**src/rtl/alu_arbiter.sv**
```systemverilog
// alu_arbiter
//   Round-robin scheduler that shares one multi-cycle ALU among NUM_REQ
//   requesters. A request is latched, issued with a one-cycle alu_valid
//   pulse, and the ALU result is returned to the owning requester. If the
//   ALU stays silent for too long, a watchdog ends the operation with
//   rsp_err set and the block parks in a sticky fault state until reset.
//
// Ports
//   clk, rst_n            clock, asynchronous active-low reset
//   req_valid[NUM_REQ]    per-requester request; held until its req_grant
//   req_mode[2*NUM_REQ]   op per requester (0 mulu, 1 divu, 2 and, 3 or)
//   req_a/req_b[32*N]     operands per requester
//   req_grant[NUM_REQ]    one-hot pulse: request accepted
//   rsp_valid[NUM_REQ]    one-hot pulse: rsp_data/rsp_err valid
//   rsp_data[64]          ALU result (0 on watchdog error), held until next capture
//   rsp_err               watchdog expired for this response
//   busy, fault           not idle / sticky fault
//   alu_valid/mode/in_A/in_B  issue side of the ALU
//   alu_ready, alu_out    ALU result pulse and data
module alu_arbiter #(
  parameter int NUM_REQ = 4,
  parameter int TIMEOUT = 40
) (
  input  logic                    clk,
  input  logic                    rst_n,
  input  logic [NUM_REQ-1:0]      req_valid,
  input  logic [2*NUM_REQ-1:0]    req_mode,
  input  logic [32*NUM_REQ-1:0]   req_a,
  input  logic [32*NUM_REQ-1:0]   req_b,
  output logic [NUM_REQ-1:0]      req_grant,
  output logic [NUM_REQ-1:0]      rsp_valid,
  output logic [63:0]             rsp_data,
  output logic                    rsp_err,
  output logic                    busy,
  output logic                    fault,
  output logic                    alu_valid,
  output logic [1:0]              alu_mode,
  output logic [31:0]             alu_in_A,
  output logic [31:0]             alu_in_B,
  input  logic                    alu_ready,
  input  logic [63:0]             alu_out
);

  localparam int IW = (NUM_REQ > 1) ? $clog2(NUM_REQ) : 1;

  typedef enum logic [2:0] {
    S_IDLE  = 3'd0,
    S_ISSUE = 3'd1,
    S_WAIT  = 3'd2,
    S_RESP  = 3'd3,
    S_FAULT = 3'd4
  } state_e;

  state_e               state_q;
  logic [IW-1:0]        rr_ptr_q;
  logic [IW-1:0]        idx_q;
  logic [7:0]           cnt_q;
  logic [NUM_REQ-1:0]   req_grant_q;
  logic [NUM_REQ-1:0]   rsp_valid_q;
  logic [63:0]          rsp_data_q;
  logic                 rsp_err_q;
  logic                 busy_q;
  logic                 fault_q;
  logic                 alu_valid_q;
  logic [1:0]           alu_mode_q;
  logic [31:0]          alu_a_q;
  logic [31:0]          alu_b_q;

  // Round-robin pick: scan rr_ptr, rr_ptr+1, ... wrapping. The loop runs
  // from the farthest offset down so the nearest requester is the one kept.
  logic [IW-1:0] sel_idx;
  logic          sel_found;
  logic [IW:0]   scan;

  always_comb begin
    sel_idx   = '0;
    sel_found = 1'b0;
    scan      = '0;
    for (int k = NUM_REQ - 1; k >= 0; k--) begin
      scan = {1'b0, rr_ptr_q} + (IW+1)'(k);
      if (scan >= (IW+1)'(NUM_REQ)) scan = scan - (IW+1)'(NUM_REQ);
      if (req_valid[scan[IW-1:0]]) begin
        sel_idx   = scan[IW-1:0];
        sel_found = 1'b1;
      end
    end
  end

  function automatic logic [NUM_REQ-1:0] onehot(input logic [IW-1:0] i);
    onehot    = '0;
    onehot[i] = 1'b1;
  endfunction

  logic [IW-1:0] rr_ptr_d;
  assign rr_ptr_d = (idx_q == IW'(NUM_REQ - 1)) ? '0 : idx_q + 1'b1;

  always_ff @(posedge clk or negedge rst_n) begin
    if (!rst_n) begin
      state_q     <= S_IDLE;
      rr_ptr_q    <= '0;
      idx_q       <= '0;
      cnt_q       <= '0;
      req_grant_q <= '0;
      rsp_valid_q <= '0;
      rsp_data_q  <= '0;
      rsp_err_q   <= 1'b0;
      busy_q      <= 1'b0;
      fault_q     <= 1'b0;
      alu_valid_q <= 1'b0;
      alu_mode_q  <= '0;
      alu_a_q     <= '0;
      alu_b_q     <= '0;
    end else begin
      // pulse outputs default low; states below raise them for one cycle
      req_grant_q <= '0;
      rsp_valid_q <= '0;
      alu_valid_q <= 1'b0;
      case (state_q)
        S_IDLE: begin
          if (sel_found) begin
            idx_q       <= sel_idx;
            alu_mode_q  <= req_mode[{sel_idx, 1'b0} +: 2];
            alu_a_q     <= req_a[{sel_idx, 5'b0} +: 32];
            alu_b_q     <= req_b[{sel_idx, 5'b0} +: 32];
            req_grant_q <= onehot(sel_idx);
            alu_valid_q <= 1'b1;
            busy_q      <= 1'b1;
            state_q     <= S_ISSUE;
          end
        end
        S_ISSUE: begin
          cnt_q   <= '0;
          state_q <= S_WAIT;
        end
        S_WAIT: begin
          // ready on the last allowed cycle still counts as a normal result
          if (alu_ready) begin
            rsp_data_q  <= alu_out;
            rsp_err_q   <= 1'b0;
            rsp_valid_q <= onehot(idx_q);
            state_q     <= S_RESP;
          end else if (cnt_q == 8'(TIMEOUT)) begin
            rsp_data_q  <= '0;
            rsp_err_q   <= 1'b1;
            rsp_valid_q <= onehot(idx_q);
            state_q     <= S_RESP;
          end else begin
            cnt_q <= cnt_q + 8'd1;
          end
        end
        S_RESP: begin
          rr_ptr_q   <= rr_ptr_d;
          alu_mode_q <= '0;
          alu_a_q    <= '0;
          alu_b_q    <= '0;
          if (rsp_err_q) begin
            fault_q <= 1'b1;
            state_q <= S_FAULT;
          end else begin
            busy_q  <= 1'b0;
            state_q <= S_IDLE;
          end
        end
        S_FAULT: begin
          state_q <= S_FAULT;
        end
        default: begin
          state_q <= S_IDLE;
        end
      endcase
    end
  end

  assign req_grant = req_grant_q;
  assign rsp_valid = rsp_valid_q;
  assign rsp_data  = rsp_data_q;
  assign rsp_err   = rsp_err_q;
  assign busy      = busy_q;
  assign fault     = fault_q;
  assign alu_valid = alu_valid_q;
  assign alu_mode  = alu_mode_q;
  assign alu_in_A  = alu_a_q;
  assign alu_in_B  = alu_b_q;

endmodule
```
**config.mk**
```make
export PLATFORM = sky130hd
export DESIGN_NAME = alu_arbiter
export DESIGN_NICKNAME = d
export VERILOG_FILES = /design/src/rtl/alu_arbiter.sv
export SDC_FILE = /design/constraint.sdc
export NUM_CORES = 1
export LEC_CHECK = 0
export CAP_MARGIN = 20
export CORE_AREA = 2 2 187 189
export DETAILED_ROUTE_END_ITERATION = 10
export DIE_AREA = 0 0 189 191
export PLACE_DENSITY = 0.6
export SLEW_MARGIN = 20
export SYNTH_ARGS = -nofsm -noshare
export SYNTH_HDL_FRONTEND = slang
export SYNTH_SLANG_ARGS = --single-unit
```
**constraint.sdc**
```tcl
create_clock -name clk -period 4.45 [get_ports clk]
set_clock_uncertainty 0.15 [all_clocks]
set_input_delay 0.89 -clock clk [delete_from_list [all_inputs] [get_ports clk]]
set_output_delay 0.89 -clock clk [all_outputs]
set_load 0.1 [all_outputs]
```
==> flow_summary_export.csv <==
group,metric,value,unit
run_status,status,"finished clean",
route,wirelength,34.0,mm
route,avgRoutedWirePerCell,20.0,um
worst_setup_path,critPathMaxFanout,5,
route,ant_nets,0,
synth,synth_mux_area_share,8.57,%
placed_design,globalplace.congestion,0.845,
worst_setup_path,crit_chain,"clkdlybuf4s50_1",
worst_setup_path,cp.arrival,2.03,ns
synth,synth_area_leader_cell,"dfrtp_1",
worst_setup_path,worst_ep_required_time,3.41,ns
worst_setup_path,r2r_setup_slack,1.98,ns
synth,synthTopCellsByCount,"dfrtp_1, nand2_1, nand3_1, o21ai_0, a21o_1",
placed_design,io_buffer_count,476,
clock_tree,clockBufferDepth,2,
worst_setup_path,critPathTopFamily,"buffers and inverters",
final_layout,fin_nets,1570,
synth,syn_nets,1131,
synth,syn_area,8070,um2
timing,finalSetupTns,0,ns
synth,synth_compound_area_share,25.3,%
synth,ys_seq_elements,157,
synth,synth_top_family_by_area,"compound AO/OA/AOI/OAI gates",
route,dr.first_iter.drc_count,377,
worst_setup_path,r2r_cells,7,
clock_tree,htreeDepth,4,
clock_tree,ctsHoldBuffers,0,
power_and_ir_drop,power,12.0,mW
synth,synth-xor-area-share,0.542,%
global_routing,grt_use_total,18.3,%
clock_tree,cts-resized-gates,0,
die,initial_core_util,23.7,%
worst_setup_path,crit_path_max_incr_delay,1.18,ns
clock_tree,cts_root_buf,"clkbuf_16",
synth,ys_seq_area_share,48.7,%
power_and_ir_drop,p_leak,5.75,nW
synth,synth_edf_count,0,
global_routing,grt_max_degree,84,
route,dr.max_layer_used,"met4",
global_routing,antenna_found_initial,3,
worst_hold_path,hold_class,"register to register",
route,drc_errors,0,
timing,hold_violations,0,
synth,yosysMostFrequentCell,"dfrtp_1",
worst_setup_path,start_kind,"register",
timing,fin_crit,3.07,ns
timing,finalSetupViolCount,0,
synth,synthSimpleGateAreaFrac,10.9,%
synth,ys.flop_type,"dfrtp_1",
route,wl_met2,17.0,mm
timing,max_clock_freq,326,MHz
route,vias,8034,
worst_setup_path,endpoint_kind,"output port",
synth,syn-instance-count,790,
power_and_ir_drop,vdd_ir_drop_max,468,uV
route,route.met3.wl,2.58,mm
route,wl_met1,13.8,mm
clock_tree,clock_latency,0.43,ns
clock_tree,cts_setup_buffers,0,
global_routing,grt-ovfl-total,0,
synth,synth_top_area_share,48.7,%
power_and_ir_drop,p_per_area,868,nW/um2
timing,rsz0062_at_grt,"no",
worst_setup_path,worstReg2RegEnd,"alu_in_B[12]",
synth,synth_cell_types,46,
worst_setup_path,setup.worst_path.end,"rsp_err",
worst_setup_path,cp_slowest_cell,"clkdlybuf4s50_1",
clock_tree,numClockSinks,157,
placed_design,place_hpwl,24.6,mm
synth,synthAdderAreaFrac,0.930,%
clock_tree,cts-buffers-inserted,17,
worst_setup_path,crit_buf_inv,1,
synth,synthTopCellsByArea,"dfrtp_1, mux2i_1, a22o_1, a21o_1, o211ai_1",
synth,yosys_warnings,0,
die,ios,477,
die,die_y,191,um
final_layout,area_growth_syn_to_layout,71.9,%
final_layout,drive_gt1_share,5.64,%
timing,tightest_slew,1.11,ns
worst_setup_path,crit_start,"rsp_err",
die,core,34100,um2
die,die_w,189,um
worst_setup_path,r2r-start,"rr_ptr_q[1]",
worst_setup_path,worstSetupPathDepth,1,
clock_tree,path_clk_slew,0.07,ns
clock_tree,cts_tree,"done",
worst_setup_path,setup.worst_path.class,"register to output port",
timing,period_share,69.0,%
synth,synth-async-reset-ratio,100,%
route,first_pass_iters,5,
timing,slew_violations,0,
synth,avgSynthCellArea,10.2,um2
die,fp-row-count,68,
job,cap_viol_max_count,0,
die,die_area,36100,um2
global_routing,grt_pass1_wl,50.5,mm
timing,slew_headroom,25.7,%
global_routing,grt_pass1_vias,8225,
final_layout,fillers,3307,
route,via_per_inst,4.73,
-- worst min-delay path by stage --
stage	depth (start not counted)	from	endpoint
after detailed placement	1	fault	fault
after global placement	1	fault	fault
after global routing	1	fault	fault
final	1	fault	fault
after floorplan	1	cnt_q[4]	cnt_q[4]
after CTS	1	fault	fault
-- logic make-up (layout without fill, tap and decap cells) --
kind of cell,count (synthesis),count (layout)
compound gates,283,283
other cells,0,3
xor+xnor,5,5
simple gates,188,188
mux,69,69
buf+inv,82,534
flops,157,157
fa+ha+maj,6,6
-- state kept, by name, summed over array words and instances, names as in the netlist, 3 cells and up --
signal / count
cnt_q: 8
state_q: 3
rsp_valid: 4
rsp_data: 64
alu_in_B: 32
req_grant: 4
alu_in_A: 32
-- cell type report --
| class | count | area [um2] | share of cell area, % |
|---|---|---|---|
| clock inverter | 15 | 155 | 1.12 |
| tap | 455 | 569 | 4.10 |
| timing repair buffer | 493 | 4970 | 35.8 |
| sequential | 157 | 3930 | 28.3 |
| multi-input combinational | 551 | 3780 | 27.3 |
| inverter | 9 | 33.8 | 0.243 |
| antenna | 3 | 7.51 | 0.0541 |
| clock buffer | 17 | 425 | 3.07 |
-- power by group --
part / internal (mW) / total (mW) / switching (mW)
Clock: 0.793 / 1.49 / 0.699
Combinational: 2.18 / 8.14 / 5.96
Sequential: 2.04 / 2.41 / 0.367
Total: 5.02 / 12.0 / 7.02
-- routing by layer --
| metal | up-vias | GRT usage (%) |
|---|---|---|
| li1 | 3782 | - |
| met1 | 3894 | 21.9 |
| met2 | 328 | 31.6 |
| met3 | 30 | 4.96 |
| met4 | 0 | 5.98 |
| met5 | - | 0 |
-- through the flow --
step | instance area (um2) | setup WS, ns | cells | hold WS [ns] | util [%]
floorplan | 8070 | 2.10 | 790 | 0.342 | -
global placement | 13300 | 0.826 | 1664 | 0.295 | 38.9
detailed placement | 13300 | 0.955 | 1665 | 0.293 | 39.0
CTS | 13900 | 1.33 | 1697 | 0.313 | 40.7
global route | 13900 | 1.30 | 1700 | 0.340 | 40.7
finish | 13900 | 1.38 | 1700 | 0.307 | 40.7
-- placed cells by master, fill, tap and decap left out, drive strengths merged, types with 20 or more instances in the layout --
| master | n |
|---|---|
| a21o | 69 |
| clkdlybuf4s50 | 474 |
| nor2 | 20 |
| dfrtp | 157 |
| o211ai | 66 |
| o21ai | 71 |
| mux2i | 68 |
| a22o | 65 |
| nand3 | 71 |
| nand2 | 79 |
Power figures use the tool's default switching activity.
